File: config.mk
export PLATFORM = sky130hd
export DESIGN_NAME = dsd_level_mapper
export DESIGN_NICKNAME = d
export VERILOG_FILES = /design/src/rtl/dsd_maximizer_pkg.sv /design/src/rtl/dsd_gain_ramp.sv /design/src/rtl/dsd_level_mapper.sv
export SDC_FILE = /design/constraint.sdc
export NUM_CORES = 1
export LEC_CHECK = 0
export BUFFER_PORTS_ARGS = -buffer_cell sky130_fd_sc_hd__buf_2
export CORE_MARGIN = 1.5
export CORE_UTILIZATION = 40
export DETAILED_ROUTE_END_ITERATION = 10
export GPL_ROUTABILITY_DRIVEN = 0
export PLACE_DENSITY = 0.54
export SYNTH_ARGS = -nofsm -noshare
export SYNTH_HDL_FRONTEND = slang
export SYNTH_HIERARCHICAL = 1
export SYNTH_SLANG_ARGS = --single-unit
export TNS_END_PERCENT = 20
File: constraint.sdc
create_clock -name bclk -period 7.9 [get_ports bclk]
set_input_delay 1.185 -clock bclk [delete_from_list [all_inputs] [get_ports bclk]]
set_output_delay 1.185 -clock bclk [all_outputs]
set_load 0.1 [all_outputs]
File: src/rtl/dsd_maximizer_pkg.sv
// rtl/dsd_maximizer_pkg.sv - shared types and helpers for the DSD level mapper
//
// Purpose: soft-mute FSM state encoding and the unity-gain helper used by the
//          gain ramp and the level mapper top.
// Contents:
//    ramp_state_t  ST_MUTED, ST_RAMP_UP, ST_PLAY, ST_RAMP_DOWN
//    gain_unity()  2**gain_width, the gain value that passes LEVEL unchanged

package dsd_maximizer_pkg;

   typedef enum logic [1:0] {
      ST_MUTED     = 2'd0,
      ST_RAMP_UP   = 2'd1,
      ST_PLAY      = 2'd2,
      ST_RAMP_DOWN = 2'd3
   } ramp_state_t;

   function automatic int unsigned gain_unity(input int unsigned gain_width);
      return 32'd1 << gain_width;
   endfunction

endpackage

File: src/rtl/dsd_gain_ramp.sv
// rtl/dsd_gain_ramp.sv - soft-mute FSM with saturating linear gain counter
//
// Purpose: produces the gain G (0..2**GAIN_WIDTH) applied to the full-scale
//          level. The FSM and gain move only on cycles where advance=1.
// Ports:
//    clk      in   1             clock, posedge
//    reset    in   1             synchronous, active-high
//    advance  in   1             a new sample is being accepted this cycle
//    mute     in   1             1 = ramp toward silence, 0 = ramp toward unity
//    gain     out  GAIN_WIDTH+1  gain held before the current sample's update
//    busy     out  1             registered: state is RAMP_UP or RAMP_DOWN
//    muted    out  1             registered: state is MUTED

module dsd_gain_ramp
   import dsd_maximizer_pkg::*;
#(
   parameter int GAIN_WIDTH = 16,
   parameter int RAMP_STEP  = 256
) (
   input  logic                  clk,
   input  logic                  reset,
   input  logic                  advance,
   input  logic                  mute,
   output logic [GAIN_WIDTH:0]   gain,
   output logic                  busy,
   output logic                  muted
);

   localparam logic [GAIN_WIDTH+1:0] UNITY_W = (GAIN_WIDTH+2)'(gain_unity(GAIN_WIDTH));
   localparam logic [GAIN_WIDTH:0]   STEP_G  = (GAIN_WIDTH+1)'(RAMP_STEP);

   ramp_state_t state;

   // One extra bit on the up-sum so the saturation compare cannot wrap.
   logic [GAIN_WIDTH+1:0] gain_up;
   logic [GAIN_WIDTH:0]   gain_dn;
   logic                  reaches_zero;

   assign gain_up      = {1'b0, gain} + {1'b0, STEP_G};
   assign gain_dn      = gain - STEP_G;
   assign reaches_zero = (gain <= STEP_G);

   // Outside MUTED the direction of each sample's step follows mute directly,
   // so a reversal (PLAY->RAMP_DOWN, RAMP_UP<->RAMP_DOWN) already takes its
   // first step on the sample that reverses. Leaving MUTED does not step.
   always_ff @(posedge clk) begin
      if (reset) begin
         state <= ST_MUTED;
         gain  <= '0;
         busy  <= 1'b0;
         muted <= 1'b1;
      end else if (advance) begin
         if (state == ST_MUTED) begin
            if (!mute) begin
               state <= ST_RAMP_UP;
               busy  <= 1'b1;
               muted <= 1'b0;
            end
         end else if (mute) begin
            if (reaches_zero) begin
               gain  <= '0;
               state <= ST_MUTED;
               busy  <= 1'b0;
               muted <= 1'b1;
            end else begin
               gain  <= gain_dn;
               state <= ST_RAMP_DOWN;
               busy  <= 1'b1;
               muted <= 1'b0;
            end
         end else begin
            if (gain_up >= UNITY_W) begin
               gain  <= UNITY_W[GAIN_WIDTH:0];
               state <= ST_PLAY;
               busy  <= 1'b0;
               muted <= 1'b0;
            end else begin
               gain  <= gain_up[GAIN_WIDTH:0];
               state <= ST_RAMP_UP;
               busy  <= 1'b1;
               muted <= 1'b0;
            end
         end
      end
   end

endmodule

File: src/rtl/dsd_level_mapper.sv
// rtl/dsd_level_mapper.sv - multi-channel DSD bit to signed PCM level mapper
//
// Purpose: maps each channel's quantizer bit to +MAG (bit 1) or -MAG (bit 0),
//          MAG = (level * G) >> GAIN_WIDTH, with a shared soft-mute gain ramp.
//          Two-stage pipeline: dsd_valid to pcm_valid is exactly 2 cycles.
// Ports:
//    bclk       in   1                          bit clock, posedge
//    reset      in   1                          synchronous, active-high
//    dsd_valid  in   1                          strobe: dsd_data holds a new sample
//    dsd_data   in   CHANNELS                   quantizer bit per channel
//    level      in   PCM_BIT_LENGTH-1           unsigned full-scale, sampled with dsd_valid
//    mute       in   1                          1 = ramp to silence, 0 = ramp to unity
//    pcm_valid  out  1                          strobe: pcm_data updated
//    pcm_data   out  CHANNELS*PCM_BIT_LENGTH    signed words, channel c at [c*W +: W]
//    ramp_busy  out  1                          gain ramp in progress
//    muted      out  1                          ramp FSM in MUTED

module dsd_level_mapper #(
   parameter int PCM_BIT_LENGTH = 32,
   parameter int CHANNELS       = 2,
   parameter int GAIN_WIDTH     = 16,
   parameter int RAMP_STEP      = 256
) (
   input  logic                               bclk,
   input  logic                               reset,
   input  logic                               dsd_valid,
   input  logic [CHANNELS-1:0]                dsd_data,
   input  logic [PCM_BIT_LENGTH-2:0]          level,
   input  logic                               mute,
   output logic                               pcm_valid,
   output logic [CHANNELS*PCM_BIT_LENGTH-1:0] pcm_data,
   output logic                               ramp_busy,
   output logic                               muted
);

   localparam int W  = PCM_BIT_LENGTH;
   localparam int PW = W - 1 + GAIN_WIDTH;

   logic [GAIN_WIDTH:0] gain;

   dsd_gain_ramp #(
      .GAIN_WIDTH (GAIN_WIDTH),
      .RAMP_STEP  (RAMP_STEP)
   ) u_gain_ramp (
      .clk     (bclk),
      .reset   (reset),
      .advance (dsd_valid),
      .mute    (mute),
      .gain    (gain),
      .busy    (ramp_busy),
      .muted   (muted)
   );

   // G <= 2**GAIN_WIDTH, so level*G fits in W-1+GAIN_WIDTH bits and the
   // shifted magnitude never exceeds level (W-1 bits).
   logic [PW-1:0] product;
   logic [W-2:0]  mag;

   assign product = {{GAIN_WIDTH{1'b0}}, level} * {{(W-2){1'b0}}, gain};
   assign mag     = (W-1)'(product >> GAIN_WIDTH);

   logic                s1_valid;
   logic [CHANNELS-1:0] s1_bits;
   logic [W-2:0]        s1_mag;

   always_ff @(posedge bclk) begin
      if (reset) begin
         s1_valid <= 1'b0;
         s1_bits  <= '0;
         s1_mag   <= '0;
      end else begin
         s1_valid <= dsd_valid;
         if (dsd_valid) begin
            s1_bits <= dsd_data;
            s1_mag  <= mag;
         end
      end
   end

   // MAG has a clear sign bit, so -MAG is never 0x80..0 and the output
   // stays symmetric around zero.
   logic [W-1:0]            mag_pos;
   logic [W-1:0]            mag_neg;
   logic [CHANNELS*W-1:0]   pcm_next;

   assign mag_pos = {1'b0, s1_mag};
   assign mag_neg = -mag_pos;

   for (genvar ch = 0; ch < CHANNELS; ch++) begin : g_chan
      assign pcm_next[ch*W +: W] = s1_bits[ch] ? mag_pos : mag_neg;
   end

   always_ff @(posedge bclk) begin
      if (reset) begin
         pcm_valid <= 1'b0;
         pcm_data  <= '0;
      end else begin
         pcm_valid <= s1_valid;
         if (s1_valid) begin
            pcm_data <= pcm_next;
         end
      end
   end

endmodule
---- Word level (Yosys, flattened, before mapping) ----
Cells that the tools add are included.
word-level totals
  memories kept ........................... 0
  output and inout bits ................... 67
  memory bits (writable) .................. 0
  register bits ........................... 120
  bits of input ports ..................... 37
  bits in latches ......................... 0
  ROM bits ................................ 0
cells by class
  multiplexer cells ....................... 19
  add/sub/neg operators ................... 3
  reduce and logical (&&, ||, !) cells .... 3
  shift-type cells ........................ 0
  multipliers ............................. 1
  bitwise gates (word level) .............. 1
  divide/modulo/power cells ............... 0
  magnitude comparators ................... 2
  equal/unequal tests ..................... 1
operators by type and width
  operator               number
  $mux 32                2
  $mux 17                3
  $mul 31x17->47         1
  $neg 31->32            1
  $add 17x9->18 const B  1
  $ge 18x17->1 const B   1
  $le 17x9->1 const B    1
  $sub 17x9->17 const B  1
  $mux 2                 5
  $mux 1                 9
  $reduce_and 2->1       2
  $logic_not 2->1        1
  $ne 2x2->1 const B     1
  $not 1->1              1

---- Longest topological paths before layout ----
Gate-level depths: netlist of run 1.
  depth after elaboration ................. 5
  depth in mapped cells ................... 24

---- By module ----
The synthesis of run 1 kept the hierarchy.
by module, submodules not included
  module            seq. area each (um^2)  cells each  area an instance (um^2)  instances
  dsd_level_mapper  1961.9                 2397        20589.7                  1
  dsd_gain_ramp     240.2                  134         1022.2                   1

---- Worst setup path after synthesis of run 1 ----
Ideal clock, no wire load.
  path kind ............................... in2reg
  start point ............................. in level[17]
  end point ............................... reg s1_mag[17]
  stages .................................. 20
  library setup time ...................... 0.117 ns
  arrival time ............................ 6.629 ns
  buffers on the path ..................... 1
  data required time ...................... 7.783 ns
  slack ................................... 1.153 ns
  cell sequence ........................... clkbuf_1 nand2_1 fa_1 inv_1 fa_1 fa_1 fa_1 fa_1 inv_1 fa_1 inv_1 ha_1 nand2_2 or4_4 nor3_2 nor3b_4 o211ai_4 a21boi_2 o21ai_1 a32o_1
on the way
  word-level cells in the longest chain between the ends .. 1
ends and longest elaborated chain
  item                    line                    RTL
  start: declaration      dsd_level_mapper.sv:28  input logic [PCM_BIT_LENGTH-2:0] level,
  $mul 31x17->47          dsd_level_mapper.sv:59  assign product = {{GAIN_WIDTH{1'b0}}, level} * {{(W-2){1'b0}}, gain};
  end signal: assignment  dsd_level_mapper.sv:75  s1_mag <= mag;
  end: declaration        dsd_level_mapper.sv:64  logic [W-2:0] s1_mag;
No other way between the ends.
A chain may end at the register's enable or synchronous reset.

---- Worst setup path after layout of run 1 ----
  start point ............................. reg u_gain_ramp.gain[13]
  end point ............................... reg s1_mag[25]
on the way
  word-level cells in the longest chain between the ends .. 1
ends and longest elaborated chain
  item                      line                    RTL
  start: declaration        dsd_gain_ramp.sv:24     output logic [GAIN_WIDTH:0] gain,
  start signal: assignment  dsd_gain_ramp.sv:66     gain <= gain_dn;
  start signal: assignment  dsd_gain_ramp.sv:73     gain <= UNITY_W[GAIN_WIDTH:0];
  start signal: assignment  dsd_gain_ramp.sv:78     gain <= gain_up[GAIN_WIDTH:0];
  $mul 31x17->47            dsd_level_mapper.sv:59
No other way between the ends.

==> results.tsv, run 1 <==
metric	value	unit
first-pass GRT wire length	97.98	mm
# H-tree levels	3	
CTS Hold Bufs	0	
router iterations before antenna repair	7	
Final setup violation count	0	
Clk pwr share	0.074	
RSZ-0062 raised after global routing	false	
Post-Syn Instances	2531	
cts bufs inserted	9	
Top cell by count, worst path	fa_1	
initial core utilization	0.4032	
#FFs+latches synth	110	
initial antenna violation count	0	
post-CTS sizing	0	
Slew Viols, Final	0	
sequential power share	0.116	
min cycle time layout	6.884	ns
Worst Skew	0.01394	ns
Crit-path slowest cell	dfxtp_1	
min-delay worst type	flip-flop to flip-flop	
post-synth cell types	80	
ys async rst share	0	
Post-DP HPWL	46.37	mm
Cell Int Power	2.829	mW
clock sink count	110	
Avg WL per Cell	18.41	µm
die footprint	55430	µm²
dpl cells	3204	
Final Hold Vio Count	0	
io pins	104	
vias per cell	5.200	
Final #Nets	3107	
Max VDD drop	0.2588	mV
Arrival @ worst endpoint	7.18	ns
worst setup margin	1.016	ns
Startpoint Class	flip-flop	
vias in the first global route	17970	
Synth Flop Type	dfxtp_1	
commonest non-fill, non-tap cells in the layout	485 x inv_1, 431 x fa_1, 392 x nand2_1	
CP max stage delay	1.12	ns
Slew headroom	0.1915	
mapped cell area	21610	µm²
final cell count without fillers	3221	
CTS clk-pin slew, worst paths	0.08	ns
chip width	235.4	µm
GRT overflow	0	
IO buf count	103	
Least-Margin Pin Slew	1.211	ns
Core Box Area	53600	µm²
Psw	3.589	mW
DR iter-0 viols	956	
Setup Crit Path Kind	flip-flop to flip-flop	
CTS root buf	clkbuf_16	
clock latency on the worst-skew pair	0.36	ns
crit path max fanout	22	
P_leak	11.14	nW
Post-DRT Antenna Nets	0	
leading cell type in the layout, fill and taps excluded	inv_1	
TritonCTS clock tree	yes	
Sw Ratio	0.5592	
Row Count	85	
Vias	16750	
mean area per synthesized cell	8.539	µm²
pwr/cell area	280.6	nW/µm²
final critical-path share of the clock period	0.8714	
Worst Path Required	8.19	ns
Max Freq	145.3	MHz
CP Capture Type	flip-flop	
Hold WS	0.4737	ns
Tot Pwr	6.417	mW
max_cap viols	0	
post-CTS setup buffers	0	
Area Growth Syn to Fin	5.807	%
largest net degree at the start of global routing	127	
layout cells sized above 1	0.06775	
CTS max path bufs	2	
Die Ht	235.4	µm
crit path cell chain	buf_4 -> and2_1 -> fa_1 -> inv_1 -> fa_1 -> fa_1 -> fa_1 -> inv_1 -> fa_1 -> inv_1 -> fa_1 -> inv_1 -> ha_1 -> a21oi_1 -> o21ai_0 -> a311o_1 -> a211o_1 -> nand2_1 -> and2_1 -> o311ai_0 -> a21oi_1	
Setup TNS Final	0	ns
Post-synth EDFFs	0	
combinational power share	0.810	
GRT Overall Usage	0.2220	
drt drc	0	
Setup WS pre-CTS	0.7004	ns
status	completed	
register area share after synthesis	0.1019	
Ys Warns	6	
overall routed net length	59.28	mm
[layout make-up]
cell class | count | area (µm²)
antenna | 1 | 2.502
timing repair buffer | 124 | 688.2
inverter | 485 | 1821
fill | 5438 | 30730
multi-input combinational | 1789 | 16970
sequential | 110 | 2206
clock buffer | 9 | 225.2
tap | 696 | 870.8
clock inverter | 7 | 86.33
[through the flow]
| stage | util | instance area (µm²) |
|---|---|---|
| 5_1_grt | 0.4266 | 22860 |
| 3_5_place_dp | 0.4208 | 22550 |
| 4_1_cts | 0.4266 | 22860 |
| 6_report | 0.4266 | 22870 |
| 3_3_place_gp | 0.4208 | 22550 |
| 2_1_floorplan | - | 21640 |
[cell families (layout without fill, tap and decap cells)]
kind of cell | Yosys count | after routing | synth area share
flip-flops | 110 | 110 | 0.1019
other | 1 | 9 | 0.0001735
AO/OA/AOI/OAI | 302 | 302 | 0.09408
buffers and inverters | 639 | 625 | 0.1142
XOR/XNOR | 58 | 58 | 0.02351
AND/OR/NAND/NOR | 858 | 858 | 0.1918
multiplexers | 12 | 12 | 0.005616
adder cells (fa/ha/maj) | 551 | 551 | 0.4687
[synthesized netlist by cell type, types with 4 or more instances]
library cell	n	area (µm²)
a211o_1	4	35.03
a211oi_1	44	330.3
a21o_1	17	127.6
a21oi_1	79	395.4
a311oi_1	26	227.7
a31oi_1	10	62.56
and2_1	196	1226
and3_1	12	75.07
and4_1	4	35.03
buf_2	4	20.02
buf_4	11	82.58
clkbuf_1	134	503.0
dfxtp_1	110	2202
fa_1	431	8628
ha_1	120	1501
inv_1	485	1821
mux2i_1	11	110.1
nand2_1	392	1471
nand2b_1	7	43.79
nand3_1	20	100.1
nand3b_1	8	60.06
nand4_1	7	43.79
nor2_1	120	450.4
nor2b_1	6	37.54
nor3_1	21	105.1
nor3b_1	4	30.03
nor4_1	9	56.30
o211ai_1	8	60.06
o21a_1	10	75.07
o21ai_0	56	280.3
o31ai_1	7	52.55
or3_1	29	181.4
xnor2_1	50	437.9
xor2_1	8	70.07
[registers in the layout, summed over array words and instances, names as in the netlist]
register / flops
pcm_data: 63
s1_mag: 31
u_gain_ramp/gain: 9
s1_bits: 2
pcm_valid: 1
s1_valid: 1
u_gain_ramp/busy: 1
u_gain_ramp/muted: 1
u_gain_ramp/state: 1
[metal layers]
metal  routed length, µm  global-route usage  vias up
li1                    -                   -     7745
met1               26300              0.2959     8558
met2               29610              0.3915      380
met3                2084             0.01947       65
met4                1286             0.05005        0
met5                   0                   0        -
[power groups by stage]
stage / combinational, mW / clock (mW) / sequential, mW
6_report: 5.20 / 0.473 / 0.745
5_1_grt: 5.84 / 0.513 / 0.758
4_1_cts: 5.09 / 0.490 / 0.748
3_5_place_dp: 5.06 / 0 / 0.761
3_3_place_gp: 5.05 / 0 / 0.759
2_1_floorplan: 3.78 / 0 / 0.952
[critical path: cells and delay by family (launching register included)]
| kind | cells | cell delay [ns] |
|---|---|---|
| AOI/OAI and AO/OA | 6 | 1.48 |
| adders and majority gates | 7 | 3.20 |
| buffers and inverters | 5 | 0.58 |
| DFF | 1 | 1.12 |
| and+or+nand+nor | 3 | 0.44 |
[worst paths after layout]
kind                         from      endpoint  slack [ns]  cells after the start
max          u_gain_ramp/gain[13]    s1_mag[25]        1.02                     21
min reg2reg          pcm_data[31]  pcm_data[31]        0.47                      2
min                  pcm_data[31]  pcm_data[31]        0.47                      2
max reg2reg  u_gain_ramp/gain[13]    s1_mag[25]        1.02                     21
No activity file was read; power rests on OpenSTA's default activity.
==> inputs of run 2 (changes only) <==
--- a/config.mk
+++ b/config.mk
@@ -5,12 +5,12 @@
 export SDC_FILE = /design/constraint.sdc
 export NUM_CORES = 1
 export LEC_CHECK = 0
+export ABC_AREA = 1
 export BUFFER_PORTS_ARGS = -buffer_cell sky130_fd_sc_hd__buf_2
-export CORE_MARGIN = 1.5
 export CORE_UTILIZATION = 40
 export DETAILED_ROUTE_END_ITERATION = 10
 export GPL_ROUTABILITY_DRIVEN = 0
-export PLACE_DENSITY = 0.54
+export PLACE_DENSITY = 0.56
 export SYNTH_ARGS = -nofsm -noshare
 export SYNTH_HDL_FRONTEND = slang
 export SYNTH_HIERARCHICAL = 1
==> constraint.sdc (replaced) <==
create_clock -name bclk -period 5.55 [get_ports bclk]
set_input_delay 0.8325 -clock bclk [delete_from_list [all_inputs] [get_ports bclk]]
set_output_delay 0.8325 -clock bclk [all_outputs]
set_load 0.1 [all_outputs]
==> run 2 against run 1 <==
First-iteration DRC count rose by 53%; utilization rose by 3.3 points; final area rose by 14%; die area rose by 6.1%; non-clock buffer count rose by 146; power rose to 2.6 times the previous value; combinational power rose to 2.9 times the previous value; wire length rose by 9.7%; sequential power rose by 50%.
==> results.tsv, run 2 <==
metric	value	unit	change
IO buf count	103		unchanged
Post-synth EDFFs	0		unchanged
biggest regs	pcm_data (63), s1_mag (31), u_gain_ramp/gain (9)		
initial core utilization	0.4073		+0.004143
ys async rst share	0		unchanged
Slew Viols, Final	0		unchanged
vias in the first global route	21200		+18%
P_leak	14.82	nW	+33%
chip width	242.6	µm	+3.0%
drt drc	0		unchanged
Tot Pwr	16.90	mW	+160%
area leader, netlist	fa_1		
DR iter-0 viols	1463		+53%
Max Freq	180.4	MHz	
Final #Nets	3926		+26%
min-delay worst type	flip-flop to flip-flop		
max_cap viols	0		unchanged
register area share after synthesis	0.09514		-0.006753
number of flip-flops in the largest register	63		unchanged
Max VDD drop	0.8301	mV	+220%
CP max stage delay	0.53	ns	-0.59 ns
final design utilization	0.4598		+0.03318
CP Capture Type	flip-flop		
status	completed		
Setup Crit Path Kind	input pin to flip-flop		
most instantiated library cell after synthesis	nand2_1		
Post-DP HPWL	53.93	mm	+16%
Post-synth top cells	896 x nand2_1, 807 x inv_1, 431 x fa_1		
FF-to-FF Start	u_gain_ramp/gain[11]		
CTS Hold Bufs	0		unchanged
CTS root buf	clkbuf_16		
share of the synthesized area in the top cell type	0.3728		-0.02646
ant diodes	0		-1
Area Growth Syn to Fin	12.88	%	
Core Box Area	56820	µm²	+6.0%
post-synth cell types	49		-39%
Arrival @ worst endpoint	5.81	ns	-1.37 ns
clock sink count	110		unchanged
Ys Warns	6		unchanged
cts bufs inserted	9		unchanged
Min-Delay Path Depth	2		unchanged
Biggest register	pcm_data		
initial antenna violation count	0		unchanged
Post-Syn Instances	3219		+27%
Final Hold Vio Count	0		unchanged
Startpoint Class	input pin		
largest net degree at the start of global routing	70		-45%
Slew headroom	0.2545		+0.06298
Crit-path slowest cell	fa_1		
hold path startpoint	pcm_data[58]		
die footprint	58830	µm²	+6.1%
CTS max path bufs	2		unchanged
RSZ-0062 raised after global routing	true		
layout cells sized above 1	0.1223		+0.05460
Avg WL per Cell	15.86	µm	-14%
vias per cell	4.931		-5.2%
Vias	20210		+21%
final cell count without fillers	4099		+27%
crit path from	level[21]		
# H-tree levels	3		unchanged
CP bufs+invs	10		+5
Reg2Reg Depth	20		-4.8%
top post-synthesis cells by area	fa_1 37%, nand2_1 15%, inv_1 13%		
Row Count	87		+2.4%
mapped cell area	23150	µm²	+7.1%
Die Ht	242.6	µm	+3.0%
Post-DRT Antenna Nets	0		unchanged
TritonCTS clock tree	yes		
Least-Margin Pin Slew	1.118	ns	-0.09282 ns
post-route cell area	26130	µm²	+14%
GRT overflow	0		unchanged
commonest non-fill, non-tap cells in the layout	883 x nand2_1, 807 x inv_1, 426 x fa_1		
Fill cells	5763		+6.0%
overall routed net length	65.02	mm	+9.7%
crit path max fanout	7		-68%
io pins	104		unchanged
Worst Skew	0.01157	ns	-0.002363 ns
mean area per synthesized cell	7.190	µm²	-16%
#FFs+latches synth	110		unchanged
Final setup violation count	0		unchanged
Placement Cell Area	25370	µm²	+12%
WP depth	26		+24%
pwr/cell area	646.9	nW/µm²	+130%
delay-heaviest family, CP	adder cells		
router iterations before antenna repair	6		-1
dpl cells	4079		+27%
Setup TNS Final	0	ns	unchanged
min cycle time layout	5.544	ns	
clock latency on the worst-skew pair	0.36	ns	about the same
final critical-path share of the clock period	0.9988		
Synth Flop Type	dfxtp_1		
first-pass GRT wire length	109.5	mm	+12%
GRT Overall Usage	0.2282		+0.006244
CTS clk-pin slew, worst paths	0.08	ns	about the same
Worst Path Required	5.82	ns	-2.37 ns
leading cell type in the layout, fill and taps excluded	nand2_1		
[run 2: stage by stage]
step | hold WS (ns) | setup WS, ns
2_1_floorplan | 0.4525 | -0.04041
3_3_place_gp | 0.4538 | -0.5768
3_5_place_dp | 0.4552 | -0.5816
4_1_cts | 0.4679 | -0.04754
5_1_grt | 0.4847 | -0.1795
6_report | 0.4667 | 0.006486
[run 2: path summary, 6_finish.rpt]
path | end | slack, ns
max | s1_mag[23] | 0.006
min | pcm_data[58] | 0.47
max reg2reg | s1_mag[23] | 0.09
min reg2reg | pcm_data[58] | 0.47
[run 2: kinds of logic after synthesis]
logic type	after synthesis	synth area share
compound gates	320	0.07573
xor+xnor	33	0.01249
fa+ha+maj	551	0.4376
buf+inv	982	0.1626
flops	110	0.09514
other cells	1	0.0001620
simple gates	1222	0.2162
[run 2: cell type report]
class                   instances  area, µm²  share of cell area
flip-flops and latches        110       2212             0.08467
multi-input cells            2134      17650              0.6757
repair buffers                270       1954             0.07480
well taps                     756      945.9             0.03621
clock inverters                 7      82.58            0.003161
clock buffers                   9      225.2            0.008620
inverters                     813       3052              0.1168
[run 2: repair_timing]
item / CTS / global route
endpoints found under the setup margin: 16 / 31
gates cloned: 0 / 2
setup buffers: 1 / 1
gates resized for setup: 26 / 85
pin swaps: 1 / 9
[run 2: report_power, final]
group	switching [mW]	total, mW	internal [mW]
clock	0.349	0.673	0.324
sequential	0.188	1.12	0.933
combinational	8.92	15.1	6.19
[run 2: worst register-to-register path, stage by stage, from the launching register on]
cell and delay, ns:
dfxtp_1 0.38, buf_12 0.21, nand2_1 0.17, fa_1 0.56, inv_1 0.07, fa_1 0.55
fa_1 0.44, fa_1 0.54, fa_1 0.44, fa_1 0.45, ha_1 0.33, a21oi_1 0.21
o21ai_1 0.18, a21oi_1 0.16, nand3_1 0.18, nand2_2 0.16, nand2_1 0.06, nand2_1 0.07
nand3_2 0.09, nand2_1 0.10, inv_1 0.04
[run 2: routing by layer]
metal / track usage / vias to the layer above / part of all wire
met5: 0 / - / 0
met4: 0.05398 / 0 / 0.024
met3: 0.02260 / 91 / 0.042
met2: 0.3997 / 510 / 0.50
met1: 0.3019 / 9976 / 0.43
li1: - / 9637 / -
==> inputs of run 3 (changes only) <==
--- a/config.mk
+++ b/config.mk
@@ -10,7 +10,7 @@
 export CORE_UTILIZATION = 40
 export DETAILED_ROUTE_END_ITERATION = 10
 export GPL_ROUTABILITY_DRIVEN = 0
-export PLACE_DENSITY = 0.56
+export PLACE_DENSITY = 0.61
 export SYNTH_ARGS = -nofsm -noshare
 export SYNTH_HDL_FRONTEND = slang
 export SYNTH_HIERARCHICAL = 1
==> run 3 against run 2 <==
First-iteration DRC count down 13%; clock skew grew 0.0063 ns; final area up 0.91%; critical endpoint is now s1_mag[13]; highest routed layer unchanged.
==> results.tsv, run 3 (synthesis gave the netlist of run 2 again) <==
metric	value	unit	change
leading cell type in the layout, fill and taps excluded	nand2_1		
RSZ-0062 raised after global routing	true		
CP max stage delay	0.57	ns	+0.04 ns
ant diodes	0		unchanged
status	completed		
Slew Viols, Final	0		unchanged
TritonCTS clock tree	yes		
number of flip-flops in the largest register	63		unchanged
pwr/cell area	661.2	nW/µm²	+2.2%
CP Capture Type	flip-flop		
Die Ht	242.6	µm	unchanged
cts bufs inserted	9		unchanged
GRT Overall Usage	0.2178		-0.01041
Slew headroom	0.4042		+0.1497
initial core utilization	0.4073		unchanged
Final setup violation count	0		unchanged
final design utilization	0.4640		+0.004206
commonest non-fill, non-tap cells in the layout	878 x nand2_1, 807 x inv_1, 428 x fa_1		
vias per cell	4.871		-1.2%
Final #Nets	3930		+0.10%
final critical-path share of the clock period	0.9952		-0.003664
Worst Skew	0.01792	ns	+0.006348 ns
biggest regs	pcm_data (63), s1_mag (31), u_gain_ramp/gain (9)		
CTS clk-pin slew, worst paths	0.09	ns	about the same
crit path max fanout	8		+1
max_cap viols	0		unchanged
Core Box Area	56820	µm²	unchanged
clock sink count	110		unchanged
first-pass GRT wire length	104.0	mm	-5.0%
Vias	19990		-1.1%
Post-DP HPWL	51.90	mm	-3.8%
Area Growth Syn to Fin	13.91	%	
Setup Crit Path Kind	input pin to flip-flop		
Min-Delay Path Depth	2		unchanged
IO buf count	103		unchanged
Max Freq	181.1	MHz	+0.37%
min-delay worst type	flip-flop to flip-flop		
Highest Signal Layer	met4		
GRT overflow	0		unchanged
Startpoint Class	input pin		
CTS root buf	clkbuf_16		
Row Count	87		unchanged
min cycle time layout	5.523	ns	-0.02034 ns
final cell count without fillers	4103		+0.098%
crit path cell chain	buf_4 -> buf_4 -> nand2_1 -> inv_1 -> fa_1 -> fa_1 -> fa_1 -> fa_1 -> fa_1 -> inv_1 -> fa_1 -> inv_1 -> ha_2 -> nand2_1 -> o21ai_1 -> nand2_1 -> nand2_1 -> inv_1 -> nand2_1 -> inv_1 -> nand3_1 -> nand2_1 -> nor2_1 -> nor2_1		
drt drc	0		unchanged
Avg WL per Cell	15.46	µm	-2.5%
Worst Path Required	5.81	ns	about the same
M1 WL	27.61	mm	-2.0%
chip width	242.6	µm	unchanged
Least-Margin Pin Slew	0.8927	ns	-0.2255 ns
detailed route wirelength on metal3	2.565	mm	-6.5%
Final Hold Vio Count	0		unchanged
clock latency on the worst-skew pair	0.37	ns	about the same
die footprint	58830	µm²	unchanged
Max VDD drop	0.8720	mV	+5.0%
initial antenna violation count	1		+1
dpl cells	4079		unchanged
P_leak	14.88	nW	+0.37%
# H-tree levels	3		unchanged
largest net degree at the start of global routing	74		+5.7%
Crit-path slowest cell	fa_1		
CTS max path bufs	2		unchanged
layout cells sized above 1	0.1291		+0.006726
router iterations before antenna repair	5		-1
io pins	104		unchanged
WL met2	31.88	mm	-2.1%
Reg2Reg Depth	23		+15%
overall routed net length	63.45	mm	-2.4%
CTS Hold Bufs	0		unchanged
Biggest register	pcm_data		
Arrival @ worst endpoint	5.78	ns	-0.03 ns
vias in the first global route	20330		-4.1%
DR iter-0 viols	1267		-13%
Post-DRT Antenna Nets	0		unchanged
[run 3: area by class of cell]
cell class | count | area (µm²)
clock buffer | 9 | 225.2
clock inverter | 7 | 88.84
fill | 5834 | 30460
inverter | 813 | 3052
multi-input combinational | 2134 | 17800
sequential | 110 | 2215
tap | 756 | 945.9
timing repair buffer | 274 | 2038
[run 3: routing by layer]
layer,GRT usage,up-vias
met1,0.2820,9822
met5,0,-
met3,0.02094,65
met2,0.3931,437
met4,0.04281,0
li1,-,9661
[run 3: power breakdown]
group	leakage (nW)	internal, mW	total, mW	switching [mW]
clock	0.153	0.329	0.678	0.349
sequential	0.909	0.933	1.11	0.176
combinational	13.8	6.49	15.6	9.16
[run 3: worst paths after layout]
kind	from	slack, ns	end
setup / recovery	level[10]	0.03	s1_mag[13]
hold / removal	pcm_data[50]	0.46	pcm_data[50]
setup reg to reg	u_gain_ramp/gain[11]	0.06	s1_mag[13]
hold reg to reg	pcm_data[50]	0.46	pcm_data[50]
[run 3: per-stage QoR]
stage               TNS, ns  area, µm²  power (mW)  setup slack (ns)  hold slack (ns)
floorplan           -0.2111      23500       9.681          -0.04041           0.4525
global placement     -11.13      25390       14.35           -0.4983           0.4533
detailed placement   -10.96      25390       14.35           -0.4896           0.4527
CTS                 -0.1132      25800       15.49          -0.02913           0.4666
global route         -2.367      26370       19.15           -0.1904           0.4840
finish                    0      26370       17.43           0.02682           0.4642
[run 3: repair_timing]
item                       in CTS  in global routing
setup endpoints to repair      16                 30
setup buffers                   2                  3
gates cloned                    0                  3
gates resized for setup        30                121
pin swaps                       2                 17
hold endpoints to repair        0                  0
[run 3: worst max-delay path: cells and delay by family]
kind            cells  cell delay [ns]
fa+ha+maj           7             3.32
buf+inv             7             0.56
simple gates        9             0.76
compound gates      1             0.30
